==> src/rtl/mem_port_arbiter.sv <==
// mem_port_arbiter
//   Shares one single-ported unified memory between instruction fetch (I) and
//   MEM-stage data access (D). The winning request is registered onto the
//   memory port, held until mem_ack (or a wait timeout), and completion is
//   returned to the winner as a one-cycle ready with combinational read data.
//
// Ports
//   clk, rst                  clock, synchronous active-high reset
//   if_req/if_addr            fetch request and address
//   if_rdata/if_ready         fetch data and one-cycle completion pulse
//   dm_req/dm_we/dm_be        data request, store flag, byte enables
//   dm_addr/dm_wdata          data address and store data
//   dm_rdata/dm_ready         load data and one-cycle completion pulse
//   mem_req/mem_we/mem_be     registered memory request fields
//   mem_addr/mem_wdata        registered memory address and write data
//   mem_rdata/mem_ack         memory read data and completion
//   stall_f/stall_m           requester waiting (req & ~ready)
//   bus_err                   sticky timeout flag, cleared only by rst
module mem_port_arbiter #(
  parameter int ADDR_W  = 32,
  parameter int DATA_W  = 32,
  parameter int TIMEOUT = 255
) (
  input  logic                clk,
  input  logic                rst,
  input  logic                if_req,
  input  logic [ADDR_W-1:0]   if_addr,
  output logic [DATA_W-1:0]   if_rdata,
  output logic                if_ready,
  input  logic                dm_req,
  input  logic                dm_we,
  input  logic [DATA_W/8-1:0] dm_be,
  input  logic [ADDR_W-1:0]   dm_addr,
  input  logic [DATA_W-1:0]   dm_wdata,
  output logic [DATA_W-1:0]   dm_rdata,
  output logic                dm_ready,
  output logic                mem_req,
  output logic                mem_we,
  output logic [DATA_W/8-1:0] mem_be,
  output logic [ADDR_W-1:0]   mem_addr,
  output logic [DATA_W-1:0]   mem_wdata,
  input  logic [DATA_W-1:0]   mem_rdata,
  input  logic                mem_ack,
  output logic                stall_f,
  output logic                stall_m,
  output logic                bus_err
);

  localparam int BE_W  = DATA_W / 8;
  localparam int CNT_W = $clog2(TIMEOUT + 1);

  typedef enum logic [1:0] {
    IDLE    = 2'd0,
    SERVE_I = 2'd1,
    SERVE_D = 2'd2
  } state_t;

  state_t              r_state;
  state_t              w_state_nxt;
  logic                r_mem_req,   w_mem_req_nxt;
  logic                r_mem_we,    w_mem_we_nxt;
  logic [BE_W-1:0]     r_mem_be,    w_mem_be_nxt;
  logic [ADDR_W-1:0]   r_mem_addr,  w_mem_addr_nxt;
  logic [DATA_W-1:0]   r_mem_wdata, w_mem_wdata_nxt;
  logic [CNT_W-1:0]    r_cnt,       w_cnt_nxt;
  logic                r_last_d,    w_last_d_nxt;
  logic                r_bus_err,   w_bus_err_nxt;

  logic                w_grant_d;
  logic                w_timeout;
  logic                w_done;
  logic                w_if_ready;
  logic                w_dm_ready;
  logic [DATA_W-1:0]   w_if_rdata;
  logic [DATA_W-1:0]   w_dm_rdata;

  assign w_timeout = (r_cnt == CNT_W'(TIMEOUT - 1));

  always_comb begin
    w_state_nxt     = r_state;
    w_mem_req_nxt   = r_mem_req;
    w_mem_we_nxt    = r_mem_we;
    w_mem_be_nxt    = r_mem_be;
    w_mem_addr_nxt  = r_mem_addr;
    w_mem_wdata_nxt = r_mem_wdata;
    w_cnt_nxt       = r_cnt;
    w_last_d_nxt    = r_last_d;
    w_bus_err_nxt   = r_bus_err;
    w_grant_d       = 1'b0;
    w_done          = 1'b0;
    w_if_ready      = 1'b0;
    w_dm_ready      = 1'b0;
    w_if_rdata      = '0;
    w_dm_rdata      = '0;

    case (r_state)
      IDLE: begin
        if (if_req || dm_req) begin
          // D wins when alone, or on a tie when I was granted last
          w_grant_d     = dm_req & (~if_req | ~r_last_d);
          w_last_d_nxt  = w_grant_d;
          w_mem_req_nxt = 1'b1;
          w_cnt_nxt     = '0;
          if (w_grant_d) begin
            w_mem_we_nxt    = dm_we;
            w_mem_be_nxt    = dm_be;
            w_mem_addr_nxt  = dm_addr;
            w_mem_wdata_nxt = dm_wdata;
            w_state_nxt     = SERVE_D;
          end else begin
            w_mem_we_nxt    = 1'b0;
            w_mem_be_nxt    = '1;
            w_mem_addr_nxt  = if_addr;
            w_mem_wdata_nxt = '0;
            w_state_nxt     = SERVE_I;
          end
        end
      end
      SERVE_I, SERVE_D: begin
        // an ack coinciding with the timeout cycle is a normal completion
        w_done = mem_ack | w_timeout;
        if (w_done) begin
          if (r_state == SERVE_I) begin
            w_if_ready = 1'b1;
            w_if_rdata = mem_ack ? mem_rdata : '0;
          end else begin
            w_dm_ready = 1'b1;
            w_dm_rdata = mem_ack ? mem_rdata : '0;
          end
          if (!mem_ack) begin
            w_bus_err_nxt = 1'b1;
          end
          w_mem_req_nxt = 1'b0;
          w_cnt_nxt     = '0;
          w_state_nxt   = IDLE;
        end else begin
          w_cnt_nxt = r_cnt + CNT_W'(1);
        end
      end
      default: begin
        w_mem_req_nxt = 1'b0;
        w_state_nxt   = IDLE;
      end
    endcase

    // a transaction aborted by reset must not report completion
    if (rst) begin
      w_if_ready = 1'b0;
      w_dm_ready = 1'b0;
      w_if_rdata = '0;
      w_dm_rdata = '0;
    end
  end

  always_ff @(posedge clk) begin
    if (rst) begin
      r_state     <= IDLE;
      r_mem_req   <= 1'b0;
      r_mem_we    <= 1'b0;
      r_mem_be    <= '0;
      r_mem_addr  <= '0;
      r_mem_wdata <= '0;
      r_cnt       <= '0;
      r_last_d    <= 1'b0;
      r_bus_err   <= 1'b0;
    end else begin
      r_state     <= w_state_nxt;
      r_mem_req   <= w_mem_req_nxt;
      r_mem_we    <= w_mem_we_nxt;
      r_mem_be    <= w_mem_be_nxt;
      r_mem_addr  <= w_mem_addr_nxt;
      r_mem_wdata <= w_mem_wdata_nxt;
      r_cnt       <= w_cnt_nxt;
      r_last_d    <= w_last_d_nxt;
      r_bus_err   <= w_bus_err_nxt;
    end
  end

  assign mem_req   = r_mem_req;
  assign mem_we    = r_mem_we;
  assign mem_be    = r_mem_be;
  assign mem_addr  = r_mem_addr;
  assign mem_wdata = r_mem_wdata;
  assign bus_err   = r_bus_err;
  assign if_ready  = w_if_ready;
  assign dm_ready  = w_dm_ready;
  assign if_rdata  = w_if_rdata;
  assign dm_rdata  = w_dm_rdata;
  assign stall_f   = if_req & ~w_if_ready;
  assign stall_m   = dm_req & ~w_dm_ready;

endmodule

==> config.mk <==
export PLATFORM = sky130hd
export DESIGN_NAME = mem_port_arbiter
export DESIGN_NICKNAME = d
export VERILOG_FILES = /design/src/rtl/mem_port_arbiter.sv
export SDC_FILE = /design/constraint.sdc
export NUM_CORES = 1
export LEC_CHECK = 0
export CAP_MARGIN = 20
export CORE_AREA = 2 2 107 109
export DETAILED_ROUTE_END_ITERATION = 8
export DIE_AREA = 0 0 109 111
export GPL_ROUTABILITY_DRIVEN = 0
export PLACE_DENSITY = 0.88
export SYNTH_ARGS = -nofsm -noshare
export SYNTH_HDL_FRONTEND = slang
export SYNTH_SLANG_ARGS = --single-unit
==> constraint.sdc <==
create_clock -name clk -period 3.02 [get_ports clk]
set_input_delay 0.302 -clock clk [delete_from_list [all_inputs] [get_ports clk]]
set_output_delay 0.302 -clock clk [all_outputs]
set_load 0.01 [all_outputs]
==> Flow_metrics.wiki <==
{| class="wikitable"
! Metric !! Value
|-
| Run status || completed
|-
| Total clock buffers created by CTS || 9
|-
| Internal power || 0.00246 W
|-
| PD cells || 501 mW/mm²
|-
| Most instantiated cells after synthesis || sky130_fd_sc_hd__nor2_1, sky130_fd_sc_hd__dfxtp_1, sky130_fd_sc_hd__nand2_1
|-
| Synth-to-layout area growth || 83.6%
|-
| Area share of the largest cell type after synthesis || 43.8%
|-
| Reg2Reg Depth || 6
|-
| Number of sinks handled by clock tree synthesis || 82
|-
| Number of synthesized register bits || 82
|-
| Post-Route WL || 13300 µm
|-
| Peak ir drop on the vdd network || 318 µV
|-
| Reported max-cap violation count || 0
|-
| Startpoint kind of the worst setup timing path || flip-flop
|-
| Level count of the clock H-tree || 3
|-
| Post-detailed-route wirelength per cell || 15.6 µm
|-
| Number of warnings reported in the yosys synthesis log || 0
|-
| Unrepaired setup endpoints after global routing || false
|-
| Class of the tightest hold or removal check || in2reg
|-
| Antenna-violating nets left || 0
|-
| DRC viols || 0
|-
| Top-level port count || 277
|-
| Clock insertion delay at the later pin of the skew report || 330 ps
|-
| Sequential fraction of design power || 37.3%
|-
| Number of antenna violations at the first check in global routing || 1
|-
| Clock-pin slew on the worst setup and hold paths || 60 ps
|-
| Number of enable flip-flop cells after synthesis || 0
|-
| Path type of the worst setup path || reg2out
|-
| Critical Path Start || r_state[0]$_SDFFE_PP0P_
|-
| Dpl hpwl || 10400 µm
|-
| GRT Util Overall || 21.5%
|-
| Cell count after placement || 839
|-
| Num rows || 39
|-
| Global-route congestion overflow total || 0
|-
| Number of cells traversed by the worst hold path || 2
|-
| Slew at the pin closest to its max-slew limit || 761 ps
|-
| Vias in the first global route || 4133
|-
| P_sw || 0.000980 W
|-
| Worst Hold End || bus_err$_SDFFE_PP0P_
|-
| Internal reg-to-reg setup slack || 1100 ps
|-
| Number of DRC markers after the initial detailed-route iteration || 256
|-
| Count of placed standard cells in the final layout, fillers left out || 856
|-
| Die Wd || 109 µm
|-
| Sort of element at the end of the critical path || primary output
|-
| Clock root cell || sky130_fd_sc_hd__clkbuf_16
|-
| Count of final max-slew check failures || 0
|-
| Largest net degree at the start of global routing || 71
|-
| Number of distinct library cell variants in the gate-level netlist after synthesis || 33
|-
| Largest driver fanout on the critical path || 32
|-
| Share of synthesized registers carrying an async set or reset || 0%
|-
| Vertical die dimension || 111 µm
|-
| IO Port Bufs || 276
|-
| Highest clock rate || 416 MHz
|-
| Core box area || 0.0111 mm²
|-
| Critical register-to-register path startpoint || r_state[0]$_SDFFE_PP0P_
|-
| Post-Synthesis Mean Instance Area || 8.34 µm²
|-
| Final critical-path required period || 2400 ps
|-
| Dominant cells by area after synthesis || sky130_fd_sc_hd__dfxtp_1, sky130_fd_sc_hd__nor2_1, sky130_fd_sc_hd__mux2i_1
|-
| TritonRoute pass-1 iters || 4
|-
| Initial core utilization || 33.8%
|-
| Post-CTS setup repair buffer count || 0
|-
| Part of the total power dissipated in combinational logic || 30.3%
|-
| Start point of the worst min-delay path || rst
|-
| Register area share after synthesis || 43.8%
|-
| Leakage Power || 2.60 nW
|-
| Global-route wire length before repair || 20300 µm
|-
| Most common cell in the synthesized netlist || sky130_fd_sc_hd__nor2_1
|-
| Vias per inst || 4.91
|-
| Number of cells produced by synthesis || 449
|-
| Slew Limit Headroom || 49.3%
|-
| Clock share of power || 32.4%
|-
| Synthesized Nets || 592
|-
| Leading register cell type out of synthesis || sky130_fd_sc_hd__dfxtp_1
|-
| Required time at the endpoint of the critical path || 2720 ps
|-
| Share of layout cells above drive strength 1 || 5.06%
|-
| Post-cts repair resize count || 0
|-
| Final setup vio count || 0
|-
| Total number of nets in the final design || 850
|-
| Final cycle utilization of the critical path || 79.5%
|-
| Area enclosed by the die boundary || 0.0121 mm²
|-
| Maximum count of clock buffers along a single path || 2
|-
| Final Skew || 5.73 ps
|-
| Vias post-DR || 4203
|-
| Hold Violations, Final || 0
|-
| Net switching fraction of the power || 28.4%
|-
| Arrival @ worst endpoint || 2100 ps
|-
| Top cell type by total area after synthesis || sky130_fd_sc_hd__dfxtp_1
|-
| Total Negative Setup Slacks || 0 ps
|-
| Netlist area before placement || 0.00375 mm²
|-
| TritonCTS clock tree || yes
|-
| Hold buffer count at cts || 0
|-
| Worst r2r dst || mem_addr[20]$_SDFFE_PP0P_
|}
[cells in the final DEF (no fill, tap or decap), types with 2 or more instances in the layout]
master	netlist	routed
sky130_fd_sc_hd__a211oi_1	33	33
sky130_fd_sc_hd__clkbuf_16	0	9
sky130_fd_sc_hd__nor2_1	145	145
sky130_fd_sc_hd__xnor2_1	7	7
sky130_fd_sc_hd__nor2b_1	5	4
sky130_fd_sc_hd__nor3_1	3	3
sky130_fd_sc_hd__o221a_2	5	5
sky130_fd_sc_hd__a22oi_1	33	33
sky130_fd_sc_hd__a21oi_1	2	2
sky130_fd_sc_hd__nand4_1	2	2
sky130_fd_sc_hd__buf_4	2	8
sky130_fd_sc_hd__ha_1	5	5
sky130_fd_sc_hd__clkbuf_8	0	2
sky130_fd_sc_hd__mux2i_1	32	32
sky130_fd_sc_hd__nand3_1	2	2
sky130_fd_sc_hd__dfxtp_1	82	82
sky130_fd_sc_hd__clkdlybuf4s50_1	0	275
sky130_fd_sc_hd__inv_1	4	4
sky130_fd_sc_hd__o21a_1	2	2
sky130_fd_sc_hd__nand2_1	38	38
[metrics by stage]
| step | instance area (µm²) | worst slack, ps | hold WS, ps | utilization, % | power, W |
|---|---|---|---|---|---|
| after floorplan | 3750 | 1470 | 437 | - | 0.00180 |
| after global placement | 6560 | 662 | 465 | 59.3 | 0.00232 |
| after detailed placement | 6560 | 534 | 467 | 59.3 | 0.00235 |
| after CTS | 6880 | 543 | 184 | 62.1 | 0.00348 |
| after global routing | 6880 | 463 | 190 | 62.1 | 0.00362 |
| final | 6880 | 619 | 202 | 62.1 | 0.00344 |
[area by class of cell]
| class | instances | area [µm²] |
|---|---|---|
| fill | 923 | 4200 |
| timing repair buffer | 284 | 2820 |
| multi-input combinational | 326 | 1910 |
| sequential | 82 | 1640 |
| clock buffer | 11 | 253 |
| tap | 143 | 179 |
| clock inverter | 5 | 60.1 |
| inverter | 4 | 15.0 |
| antenna | 1 | 2.50 |
[sequential cells by signal, summed over array words and instances, names as in the netlist]
signal / flops
bus_err: 1
mem_addr: 32
mem_be: 4
mem_req: 1
mem_wdata: 32
mem_we: 1
r_cnt: 8
r_last_d: 1
r_state: 2
[worst max-delay path by stage]
stage / to / slack [ps] / cells past startpoint
floorplan: r_state[0]$_SDFFE_PP0P_ / 1470 / 6
finish: if_rdata[24] / 620 / 6
CTS: stall_f / 540 / 7
global placement: mem_addr[22]$_SDFFE_PP0P_ / 660 / 5
detailed placement: mem_addr[17]$_SDFFE_PP0P_ / 530 / 5
global route: if_rdata[11] / 460 / 7
[logic make-up after synthesis]
family,after synthesis,synth area share (%)
mux,32,8.55
compound gates,81,17.0
flops,82,43.8
simple gates,201,21.5
xor+xnor,7,1.64
fa+ha+maj,5,1.67
buf+inv,41,5.78
[worst max-delay path: stages (launching register included)]
cell and delay (ps):
sky130_fd_sc_hd__dfxtp_1 360, sky130_fd_sc_hd__inv_1 70, sky130_fd_sc_hd__ha_1 310, sky130_fd_sc_hd__nand2_1 60, sky130_fd_sc_hd__buf_4 230, sky130_fd_sc_hd__nor2_1 180, sky130_fd_sc_hd__clkdlybuf4s50_1 560
[power groups by stage]
stage | clock network, W | registers (W) | logic, W
2_1_floorplan | 0 | 0.00135 | 0.000445
3_3_place_gp | 0 | 0.00130 | 0.00102
3_5_place_dp | 0 | 0.00131 | 0.00105
4_1_cts | 0.00114 | 0.00128 | 0.00105
5_1_grt | 0.00119 | 0.00130 | 0.00113
6_report | 0.00111 | 0.00128 | 0.00104
[layer usage]
layer  global-route usage [%]  part of all wire [%]  vias up
met5                        0                     0        -
met4                     11.0                   3.2        0
met3                     5.88                   9.2       31
met2                     38.3                    50      212
met1                     22.6                    38     1906
li1                         -                     -     2054
(Power assumes the default switching activity.)
